`src/rtl/controle_pkg.sv`:
```
// Shared encodings for the multicycle control unit: states, opcodes, ALU selects
// and the Moore output decode. STEP_EN adds the PAUSE single-step state.
package controle_pkg;

   typedef enum logic [2:0] {
      FETCH  = 3'd0,
      DECODE = 3'd1,
      EXEC   = 3'd2,
      MEM    = 3'd3,
      WB     = 3'd4,
      HALT   = 3'd5
`ifdef STEP_EN
      , PAUSE = 3'd6
`endif
   } estado_t;

   localparam logic [2:0] OP_ADDI = 3'b000;
   localparam logic [2:0] OP_SUBI = 3'b001;
   localparam logic [2:0] OP_ANDI = 3'b010;
   localparam logic [2:0] OP_ORI  = 3'b011;
   localparam logic [2:0] OP_LW   = 3'b100;
   localparam logic [2:0] OP_SW   = 3'b101;
   localparam logic [2:0] OP_CLR  = 3'b110;
   localparam logic [2:0] OP_HALT = 3'b111;

   localparam logic [3:0] ALU_ADD = 4'b0000;
   localparam logic [3:0] ALU_SUB = 4'b0001;
   localparam logic [3:0] ALU_AND = 4'b0010;
   localparam logic [3:0] ALU_OR  = 4'b0011;

   typedef struct packed {
      logic       irWr;
      logic       pcEsc;
      logic       memEn;
      logic       memOp;
      logic       clear;
      logic       regEsc;
      logic       memtoReg;
      logic       fonteEscrita;
      logic       stop;
      logic [3:0] aluCode;
   } saidas_t;

   function automatic logic [3:0] aluDe(input logic [2:0] op);
      logic [3:0] a;
      case (op)
         OP_SUBI: a = ALU_SUB;
         OP_ANDI: a = ALU_AND;
         OP_ORI:  a = ALU_OR;
         default: a = ALU_ADD;
      endcase
      return a;
   endfunction

   // Outputs are a pure function of state and latched opcode.
   function automatic saidas_t decodifica(input estado_t st, input logic [2:0] op);
      saidas_t s;
      s = '0;
      case (st)
         FETCH: begin
            s.irWr  = 1'b1;
            s.memEn = 1'b1;
            s.stop  = 1'b1;
         end
         EXEC: begin
            s.stop    = 1'b1;
            s.aluCode = aluDe(op);
         end
         MEM: begin
            s.stop  = 1'b1;
            s.memEn = 1'b1;
            s.memOp = (op == OP_SW);
            s.clear = (op == OP_CLR);
         end
         WB: begin
            s.pcEsc = 1'b1;
            if (!op[2]) begin
               s.regEsc  = 1'b1;
               s.aluCode = aluDe(op);
            end else if (op == OP_LW) begin
               s.regEsc       = 1'b1;
               s.memtoReg     = 1'b1;
               s.fonteEscrita = 1'b1;
            end
         end
         default: s.stop = 1'b1;
      endcase
      return s;
   endfunction

endpackage

```
`src/rtl/contador_espera.sv`:
```
// Counts consecutive memory-wait cycles and flags when the timeout limit is reached.
module contador_espera #(
   parameter int MEM_TIMEOUT = 15
) (
   input  logic Clk,
   input  logic Rst_n,
   input  logic Clear,
   input  logic Enable,
   output logic Limit
);

   localparam int W = (MEM_TIMEOUT > 1) ? $clog2(MEM_TIMEOUT) : 1;
   localparam logic [W-1:0] LIMITE = W'(MEM_TIMEOUT - 1);

   logic [W-1:0] contagem;

   // Saturates at the limit so a stalled count can never wrap back to zero.
   always_ff @(posedge Clk or negedge Rst_n) begin
      if (!Rst_n)
         contagem <= '0;
      else if (Clear)
         contagem <= '0;
      else if (Enable && contagem != LIMITE)
         contagem <= contagem + W'(1);
   end

   assign Limit = (contagem == LIMITE);

endmodule

```
`src/rtl/controle_multiciclo.sv`:
```
// Multicycle Moore control unit: FETCH/DECODE/EXEC/MEM/WB/HALT with memory timeout.
// Define STEP_EN to add the Step input and the PAUSE state after every writeback.
module controle_multiciclo
   import controle_pkg::*;
#(
   parameter int MEM_TIMEOUT = 15,
   parameter int CNT_W       = 16
) (
   input  logic             Clk,
   input  logic             Rst_n,
`ifdef STEP_EN
   input  logic             Step,
`endif
   input  logic [2:0]       OpCode,
   input  logic             MemReady,
   output logic             IRWr,
   output logic             PCEsc,
   output logic             MemEn,
   output logic             MemOp,
   output logic             Clear,
   output logic             RegEsc,
   output logic             MemtoReg,
   output logic             FonteEscrita,
   output logic [3:0]       ALUCode,
   output logic             Stop,
   output logic             Erro,
   output logic [2:0]       Estado,
   output logic [CNT_W-1:0] InstrCount
);

   estado_t          estadoReg, estadoNext;
   logic [2:0]       opReg, opNext;
   logic             erroReg, erroNext;
   logic [CNT_W-1:0] contReg;
   saidas_t          saidasReg;
   logic             emEspera, limiteEspera;

   assign emEspera = (estadoReg == FETCH) || (estadoReg == MEM);

   // Cleared in every non-waiting state, so it is zero on entry to FETCH/MEM.
   contador_espera #(.MEM_TIMEOUT(MEM_TIMEOUT)) uEspera (
      .Clk    (Clk),
      .Rst_n  (Rst_n),
      .Clear  (!emEspera),
      .Enable (emEspera && !MemReady),
      .Limit  (limiteEspera)
   );

   always_comb begin
      estadoNext = estadoReg;
      opNext     = opReg;
      erroNext   = erroReg;
      case (estadoReg)
         FETCH, MEM: begin
            if (MemReady) begin
               estadoNext = (estadoReg == FETCH) ? DECODE : WB;
            end else if (limiteEspera) begin
               estadoNext = HALT;
               erroNext   = 1'b1;
            end
         end
         DECODE: begin
            opNext = OpCode;
            if (OpCode == OP_HALT)
               estadoNext = HALT;
            else if (OpCode == OP_LW || OpCode == OP_SW || OpCode == OP_CLR)
               estadoNext = MEM;
            else
               estadoNext = EXEC;
         end
         EXEC: estadoNext = WB;
`ifdef STEP_EN
         WB:    estadoNext = PAUSE;
         PAUSE: if (Step) estadoNext = FETCH;
`else
         WB:    estadoNext = FETCH;
`endif
         HALT:  estadoNext = HALT;
         default: estadoNext = FETCH;
      endcase
   end

   // Output register is loaded with the decode of the state being entered,
   // so it always matches estadoReg; its reset value is the FETCH decode.
   always_ff @(posedge Clk or negedge Rst_n) begin
      if (!Rst_n) begin
         estadoReg <= FETCH;
         opReg     <= OP_ADDI;
         erroReg   <= 1'b0;
         contReg   <= '0;
         saidasReg <= decodifica(FETCH, OP_ADDI);
      end else begin
         estadoReg <= estadoNext;
         opReg     <= opNext;
         erroReg   <= erroNext;
         saidasReg <= decodifica(estadoNext, opNext);
         if (estadoReg == WB)
            contReg <= contReg + CNT_W'(1);
      end
   end

   // Reset blanks every strobe immediately; FETCH strobes appear right at release.
   assign IRWr         = saidasReg.irWr & Rst_n;
   assign PCEsc        = saidasReg.pcEsc & Rst_n;
   assign MemEn        = saidasReg.memEn & Rst_n;
   assign MemOp        = saidasReg.memOp & Rst_n;
   assign Clear        = saidasReg.clear & Rst_n;
   assign RegEsc       = saidasReg.regEsc & Rst_n;
   assign MemtoReg     = saidasReg.memtoReg & Rst_n;
   assign FonteEscrita = saidasReg.fonteEscrita & Rst_n;
   assign Stop         = saidasReg.stop & Rst_n;
   assign ALUCode      = saidasReg.aluCode & {4{Rst_n}};
   assign Erro         = erroReg;
   assign Estado       = estadoReg;
   assign InstrCount   = contReg;

endmodule

```
`config.mk`:
```
export PLATFORM = sky130hd
export DESIGN_NAME = controle_multiciclo
export DESIGN_NICKNAME = d
export VERILOG_FILES = /design/src/rtl/controle_pkg.sv /design/src/rtl/contador_espera.sv /design/src/rtl/controle_multiciclo.sv
export SDC_FILE = /design/constraint.sdc
export NUM_CORES = 1
export LEC_CHECK = 0
export ABC_AREA = 1
export ABC_CLOCK_PERIOD_IN_PS = 1630
export BUFFER_PORTS_ARGS = -buffer_cell sky130_fd_sc_hd__buf_2
export CAP_MARGIN = 20
export CORE_ASPECT_RATIO = 1.1
export CORE_MARGIN = 2
export CORE_UTILIZATION = 45
export CTS_CLUSTER_DIAMETER = 80
export DETAILED_ROUTE_END_ITERATION = 8
export PLACE_DENSITY = 0.68
export SLEW_MARGIN = 5
export SYNTH_ARGS = -nofsm -noshare
export SYNTH_HDL_FRONTEND = slang
export SYNTH_SLANG_ARGS = --single-unit
export TNS_END_PERCENT = 10
```
`constraint.sdc`:
```
create_clock -name Clk -period 1.63 [get_ports Clk]
set_input_delay 0.163 -clock Clk [delete_from_list [all_inputs] [get_ports Clk]]
set_output_delay 0.163 -clock Clk [all_outputs]
set_load 0.05 [all_outputs]
```
# Yosys cells after proc, flatten, opt, wreduce, memory -nomap -nowiden
# Cells that the tools add are included.
# op_classes
n_addsub,2
n_eq_ne,21
mux,21
bitwise_logic,11
reduce_logical,11
# ops
operator,n
"equality test 3 bit, second input constant",10
two-way mux 3 bit,7
"equality test 3 x 2 -> 1 bit, second input constant",6
"adder 16 x 1 -> 16 bit, second input constant",1
two-way mux 4 bit,3
one-hot mux 3 bit (4 select lines),1
AND 1 bit,9
one-hot mux 4 bit (2 select lines),1
"equality test 3 x 1 -> 1 bit, second input constant",2
zero test 3 bit,2
two-way mux 1 bit,6
one-hot mux 2 bit (3 select lines),1
"adder 4 x 1 -> 4 bit, second input constant",1
AND 4 bit,1
"equality test 4 bit, second input constant",1
two-way mux 2 bit,2
"!= test 4 bit, second input constant",1
OR reduction 2 bit,2
logical OR 1 bit,3
AND reduction 3 bit,1
logical AND 1 bit,2
"!= test 2 x 1 -> 1 bit, second input constant",1
zero test 1 bit,1
NOT 1 bit,1
# word_totals
ff_bits,40
in_bits,6
out_inout_bits,33
wordCells,81

# Depth between registers and ports, before layout
# Gate-level depths: netlist of run 1.
# depth
depth_word,9
mapped_depth,10
ltp_nobuf,10

# Cells and area by module
# Synthesis of run 1 repeated with hierarchy kept, for this count alone.
# unflattened
cells_unflattened,242
area_unflattened_um2,1963.1
# modules_own_cells
mod,instances,cells_each,area_each_um2,seq_area_each_um2
controle_multiciclo,1,210,1714.1,829.5
contador_espera,1,32,249.0,100.1

# Worst setup path before layout of run 1
# Ideal clock, no wire load.
# synth_path
path_kind,register -> register
from,reg contReg[0] (netlist: InstrCount[0])
to,reg contReg[10] (netlist: InstrCount[10])
setup_time_ps,82
arrival_time_ps,1569
t_required_ps,1548
path_slack_ps,-22
stages_incl_launch_ff,7
path_buffers,0
synth_period_minus_slack_ps,1652
cell_sequence,dfrtp_1 -> ha_1 -> inv_1 -> nor3_2 -> nand2_1 -> nor2_1 -> xor2_1
# synth_via
elab_chain_cells,1
# synth_lines
element,line_no,text
from (decl),controle_multiciclo.sv:34,logic [CNT_W-1:0] contReg;
from (signal assigned),controle_multiciclo.sv:98,contReg <= contReg + CNT_W'(1);
adder 16 x 1 -> 16 bit,controle_multiciclo.sv:98,
# No other way between the ends.
# A chain may end at the register's enable or synchronous reset.

# Worst setup path in the final report of run 1
# layout_path
from,reg uEspera.contagem[0]
to,reg saidasReg[5] (netlist name)
# layout_via
elab_chain_cells,6
# layout_lines
element,line_no,text
from (decl),contador_espera.sv:15,logic [W-1:0] contagem;
from (signal assigned),contador_espera.sv:24,contagem <= contagem + W'(1);
equality test 4 bit,contador_espera.sv:27,assign Limit = (contagem == LIMITE);
two-way mux 3 bit,controle_multiciclo.sv:57,end else if (limiteEspera) begin
two-way mux 3 bit,controle_multiciclo.sv:55,if (MemReady) begin
one-hot mux 3 bit (4 select lines),controle_multiciclo.sv:53,case (estadoReg)
via estadoNext[1],controle_multiciclo.sv:31,"estado_t estadoReg, estadoNext;"
equality test 3 bit,controle_pkg.sv:59,case (st)
two-way mux 3 bit,controle_pkg.sv:59,
to (signal assigned),controle_multiciclo.sv:91,"saidasReg <= decodifica(FETCH, OP_ADDI);"
to (signal assigned),controle_multiciclo.sv:96,"saidasReg <= decodifica(estadoNext, opNext);"
to (decl),controle_multiciclo.sv:35,saidas_t saidasReg;
# The timed path passes the listed nets, and every way through them passes these cells.

==> results of run 1 <==
[area by class of cell]
type                       instances  share of cell area (%)
clock inverter                     1                    1.30
tap                               52                    2.82
clock buffer                       7                    3.75
timing repair buffer              46                    11.3
inverter                          38                    6.19
multi-input combinational        156                    34.2
sequential                        37                    40.4
[power by group through the flow]
stage | logic, mW | registers (mW) | clock network (mW)
6_report | 1.79 | 1.34 | 0.816
5_1_grt | 1.98 | 1.36 | 0.887
4_1_cts | 1.78 | 1.34 | 0.842
3_5_place_dp | 1.77 | 1.35 | 0
3_3_place_gp | 1.76 | 1.35 | 0
2_1_floorplan | 1.02 | 1.65 | 0
[state kept, by name, summed over array words and instances, names as in the netlist]
signal	count
opReg	3
Erro	1
saidasReg	10
uEspera.contagem	4
InstrCount	16
Estado	3
[worst max-delay path, delay by kind of cell, from the launching register on]
| family | cells | cell delay (ns) |
|---|---|---|
| fa+ha+maj | 1 | 0.14 |
| buf+inv | 3 | 0.24 |
| flops | 1 | 0.41 |
| simple gates | 6 | 0.62 |
[layer usage]
metal  global-route usage [%]  vias to the layer above  share of wire, %
met1                     22.4                      736                45
met5                        0                        -                 0
met4                     7.64                        0               1.7
met2                     29.1                       40                49
li1                         -                      811                 -
met3                     5.43                        5               4.3
[what timing repair did]
| action | 4_1_cts | 5_1_grt |
|---|---|---|
| endpoints found under the setup margin | 0 | 9 |
| buffers inserted | 0 | 1 |
| gates resized for setup | 0 | 1 |
| hold buffers | 2 | 0 |
| hold endpoints to repair | 6 | 0 |
[final timing paths]
kind | slack [ns] | cells past startpoint | from | end
setup / recovery | 0.14 | 10 | uEspera.contagem[0] | saidasReg[5]
hold / removal | 0.19 | 4 | MemReady | Erro
setup reg to reg | 0.14 | 10 | uEspera.contagem[0] | saidasReg[5]
hold reg to reg | 0.47 | 1 | Erro | Erro
max in group asynchronous | 0.36 | 3 | Rst_n | saidasReg[8]
min in group asynchronous | 0.53 | 3 | Rst_n | uEspera.contagem[2]
[placed cells by master, fill, tap and decap left out, types with 5 or more instances in the layout]
master and n:
xor2_1 9, inv_1 38, nand2_2 5, dfrtp_1 32
buf_2 36, nand3_1 19, nor2_1 27, clkbuf_8 6
o21ai_0 5, nor3_1 5, nand2_1 60, buf_4 8
[cell families after synthesis]
logic type               Yosys count  synth area share [%]
AO/OA/AOI/OAI                     12                  3.51
XOR/XNOR                          12                  5.56
adder cells (fa/ha/maj)            3                  1.98
buffers and inverters             43                  9.52
flip-flops                        37                  49.1
other                              1                 0.198
AND/OR/NAND/NOR                  127                  30.1
[metrics by stage]
step                      cell area (sq um)  hold WS (ns)
final                                  2300         0.192
after detailed placement               2160        0.0913
after global routing                   2300         0.239
after floorplan                        1900        -0.133
after global placement                 2160        0.0936
after CTS                              2290         0.171
[synth_stat cells, drive strengths merged]
cell / instances / area, sq um
nand4: 3 / 18.8
nor3: 7 / 51.3
inv: 38 / 143
a21oi: 2 / 10.0
nand2: 65 / 254
nor2: 29 / 114
dfstp: 3 / 78.8
clkbuf: 1 / 3.75
conb: 1 / 3.75
o21ai: 9 / 48.8
nand3: 22 / 125
or2: 1 / 6.26
xor2: 9 / 78.8
o21bai: 1 / 7.51
ha: 3 / 37.5
xnor2: 3 / 26.3
buf: 4 / 33.8
dfrtp: 34 / 851
==> flow_summary.toml, run 1 <==
[pwr]
powerDensity_nw_per_um2 = 1710
pwr-share-seq_pct = 33.9
p_comb_share_pct = 45.4
netSwitchingFraction_pct = 44.7
p_sw_mw = 1.76
power.internal_mw = 2.18
p_leak_nw = 1.28
power_frac_clock_pct = 20.7
p_total_mw = 3.94
peakVddDrop_mv = 1.31

[min_path]
worstHoldPathType = "in -> reg"

[grt]
grt_antenna_before_repair = 0
grt_max_degree = 21
track_usage_pct = 18.0
grt_pass1_wl_microns = 6400
overflow = 0
grt_pass1_vias = 1446

[floorplan]
ios = 39
coreArea_sq_um = 3990
dieArea_sq_um = 4740
die_h_microns = 72.0
initial_core_util_pct = 47.4
fp-row-count = 24
die_w_microns = 65.8

[critical_path]
endpoint_kind = "flip-flop"
worstSetupPathType = "reg -> reg"
arrival_ns = 1.71
path_cells = "inv_1 > ha_1 > nand3_1 > nand2_2 > inv_1 > nand3_1 > nand2_2 > inv_1 > nand3_2 > nor2_1"
cp_common_cell = "inv_1"
slowest_delay_ns = 0.41
crit_required_ns = 1.85
critPathSlowestCell = "dfrtp_1"
critPathLaunchType = "flip-flop"
cp_max_fo = 5

[outcome]
outcome = "completed"

[yosys]
yosysSeqAreaShare_pct = 49.1
netlist_area_sq_um = 1890
synth_cells = 235
ys_ff_latch = 37
ys_types = 26
avgSynthCellArea_sq_um = 8.05
ys_warn_count = 0

[timing]
max_freq_mhz = 670
finalSetupTns_ns = 0
fin_worst_skew_ns = 0.00733
hold_viol = 0
finalSetupViolations = 0
setup_slack_ns = 0.138
slew_viol_final = 0
rsz0062_at_grt = "false"
fin_crit_ns = 1.49
fin_crit_sh_pct = 91.5

[layout]
final-seq-area_sq_um = 932
multi_input_area_sq_um = 788
drive_above_1_share_pct = 24.2
areaGrowthSynthToFinish_pct = 21.8
antenna_cells = 0
num-fill-cells = 379
instances_no_fill = 337
post-route-util_pct = 57.7
nets = 293

[route]
vias_per_cell = 4.72
post_drt_wl_per_cell_microns = 11.1
vias = 1592
firstDrtPassIters = 4
ant_nets = 0
drt-total-wl_microns = 3750
drc_errors = 0
drt_iter0_markers = 71

[clock_tree]
htree_levels = 2
cts.sinks = 37
cts-root-buf = "clkbuf_8"
numCtsBuffers = 5
clockBufferDepth = 2
tritoncts = "done"
clk_pin_slew_ns = 0.07
clk_latency_ns = 0.29

[run]
cap_violations = 0

[placement]
routabilityCongestion = 0.827
dp_slack_ns = 0.0841
placed_cells = 326
io_buffers = 36
dp_hpwl_microns = 2840
(Power assumes the default switching activity.)
==> run 2, diff against run 1 <==
Settings changed: CORE_UTILIZATION 45 to 50, PLACE_DENSITY 0.68 to 0.74, REMOVE_ABC_BUFFERS set to 1.
==> flow_summary.toml, run 2 (same netlist as run 1, synthesis figures left out) <==
[outcome]
outcome = "completed"

[min_path]
worstHoldPathType = "in -> reg"
min_from = "MemReady"
hold_path_depth = 4
min_to = "Erro"

[floorplan]
die_w_microns = 62.7
coreArea_sq_um = 3630
die_h_microns = 68.5
fp-row-count = 23
initial_core_util_pct = 52.2
ios = 39
dieArea_sq_um = 4290

[placement]
dp_slack_ns = 0.108
routabilityCongestion = 0.818
placed_cells = 325
dp_hpwl_microns = 2630
io_buffers = 36

[timing]
setup_slack_ns = 0.128
max_freq_mhz = 666
slew_viol_final = 0
finalSetupTns_ns = 0
hold_viol = 0
fin_crit_sh_pct = 92.1
fin_worst_skew_ns = 0.00900
fin_crit_ns = 1.50
rsz0062_at_grt = "false"
finalSetupViolations = 0
whs_ns = 0.200

[route]
post_drt_wl_per_cell_microns = 10.6
drt-total-wl_microns = 3550
ant_nets = 0
firstDrtPassIters = 4
vias_per_cell = 4.73
vias = 1588
drt_iter0_markers = 83
drc_errors = 0

[pwr]
p_leak_nw = 1.28
powerDensity_nw_per_um2 = 1650
peakVddDrop_mv = 1.54
p_total_mw = 3.75

[grt]
grt_pass1_wl_microns = 5890
track_usage_pct = 18.0
grt_max_degree = 25
grt_antenna_before_repair = 0
overflow = 0
grt_pass1_vias = 1326

[clock_tree]
cts.sinks = 37
clockBufferDepth = 2
numCtsBuffers = 5
cts-root-buf = "clkbuf_8"
clk_latency_ns = 0.29
clk_pin_slew_ns = 0.07
tritoncts = "done"
htree_levels = 2

[critical_path]
crit_required_ns = 1.47
endpoint_kind = "primary output"
r2r_start = "uEspera.contagem[0]"
critPathLaunchType = "input pin"
crit-reg2reg-capture = "saidasReg[11]"
r2r_slack_ns = 0.13
reg2regPathDepth = 10
cp_max_fo = 15
arrival_ns = 1.34
worstSetupPathType = "in -> out"

[layout]
final_common_cell = "nand2_1"
instances_no_fill = 336
nets = 294
areaGrowthSynthToFinish_pct = 20.2
layout_common_cells = "nand2_1, inv_1, buf_2"
largest_reg_flops = 16
drive_above_1_share_pct = 23.8
antenna_cells = 0

[run]
cap_violations = 0
-- run 2: cell type report --
class	count	area (sq um)
Multi-Input combinational cell	156	788
Inverter	38	143
Clock inverter	2	10.0
Clock buffer	6	72.6
Sequential cell	37	930
Fill cell	323	1350
Timing Repair Buffer	47	268
Tap cell	50	62.6
-- run 2: how the worst max path moves through the flow --
stage / start / end / slack, ns / depth (start not counted)
2_1_floorplan: Estado[0] / InstrCount[10] / -0.04 / 6
3_3_place_gp: uEspera.contagem[0] / saidasReg[7] / 0.17 / 10
3_5_place_dp: uEspera.contagem[0] / saidasReg[7] / 0.11 / 10
4_1_cts: uEspera.contagem[0] / saidasReg[11] / 0.08 / 10
5_1_grt: uEspera.contagem[0] / saidasReg[5] / 0.006 / 10
6_report: Rst_n / MemEn / 0.13 / 5
-- run 2: report_power, final --
| group | internal (mW) | total [mW] | switching (mW) |
|---|---|---|---|
| sequential | 1.17 | 1.31 | 0.146 |
| combinational | 0.523 | 1.82 | 1.30 |
| clock | 0.296 | 0.612 | 0.316 |
-- run 2: per-layer routing --
metal | up-vias | global-route usage, % | wire length [microns]
met5 | - | 0 | 0
met2 | 45 | 30.5 | 1690
met3 | 7 | 4.38 | 160
met1 | 719 | 22.5 | 1630
li1 | 817 | - | -
met4 | 0 | 7.50 | 65
-- run 2: through the flow --
step / cell area (sq um) / util, %
after floorplan: 1860 / -
after global placement: 2160 / 59.6
after detailed placement: 2160 / 59.6
after CTS: 2260 / 62.4
after global routing: 2270 / 62.7
final: 2270 / 62.7
-- run 2: critical path, cell delays in order --
cell and delay (ns):
dlygate4sd3_1 0.53, buf_2 0.24, nand2_1 0.09, inv_1 0.06
buf_2 0.25
-- run 2: timing repair --
| item | 4_1_cts | 5_1_grt |
|---|---|---|
| hold endpoints to repair | 10 | 0 |
| gates resized for setup | 0 | 1 |
| buffers inserted | 0 | 1 |
| hold buffers | 2 | 0 |
| setup endpoints to repair | 0 | 8 |
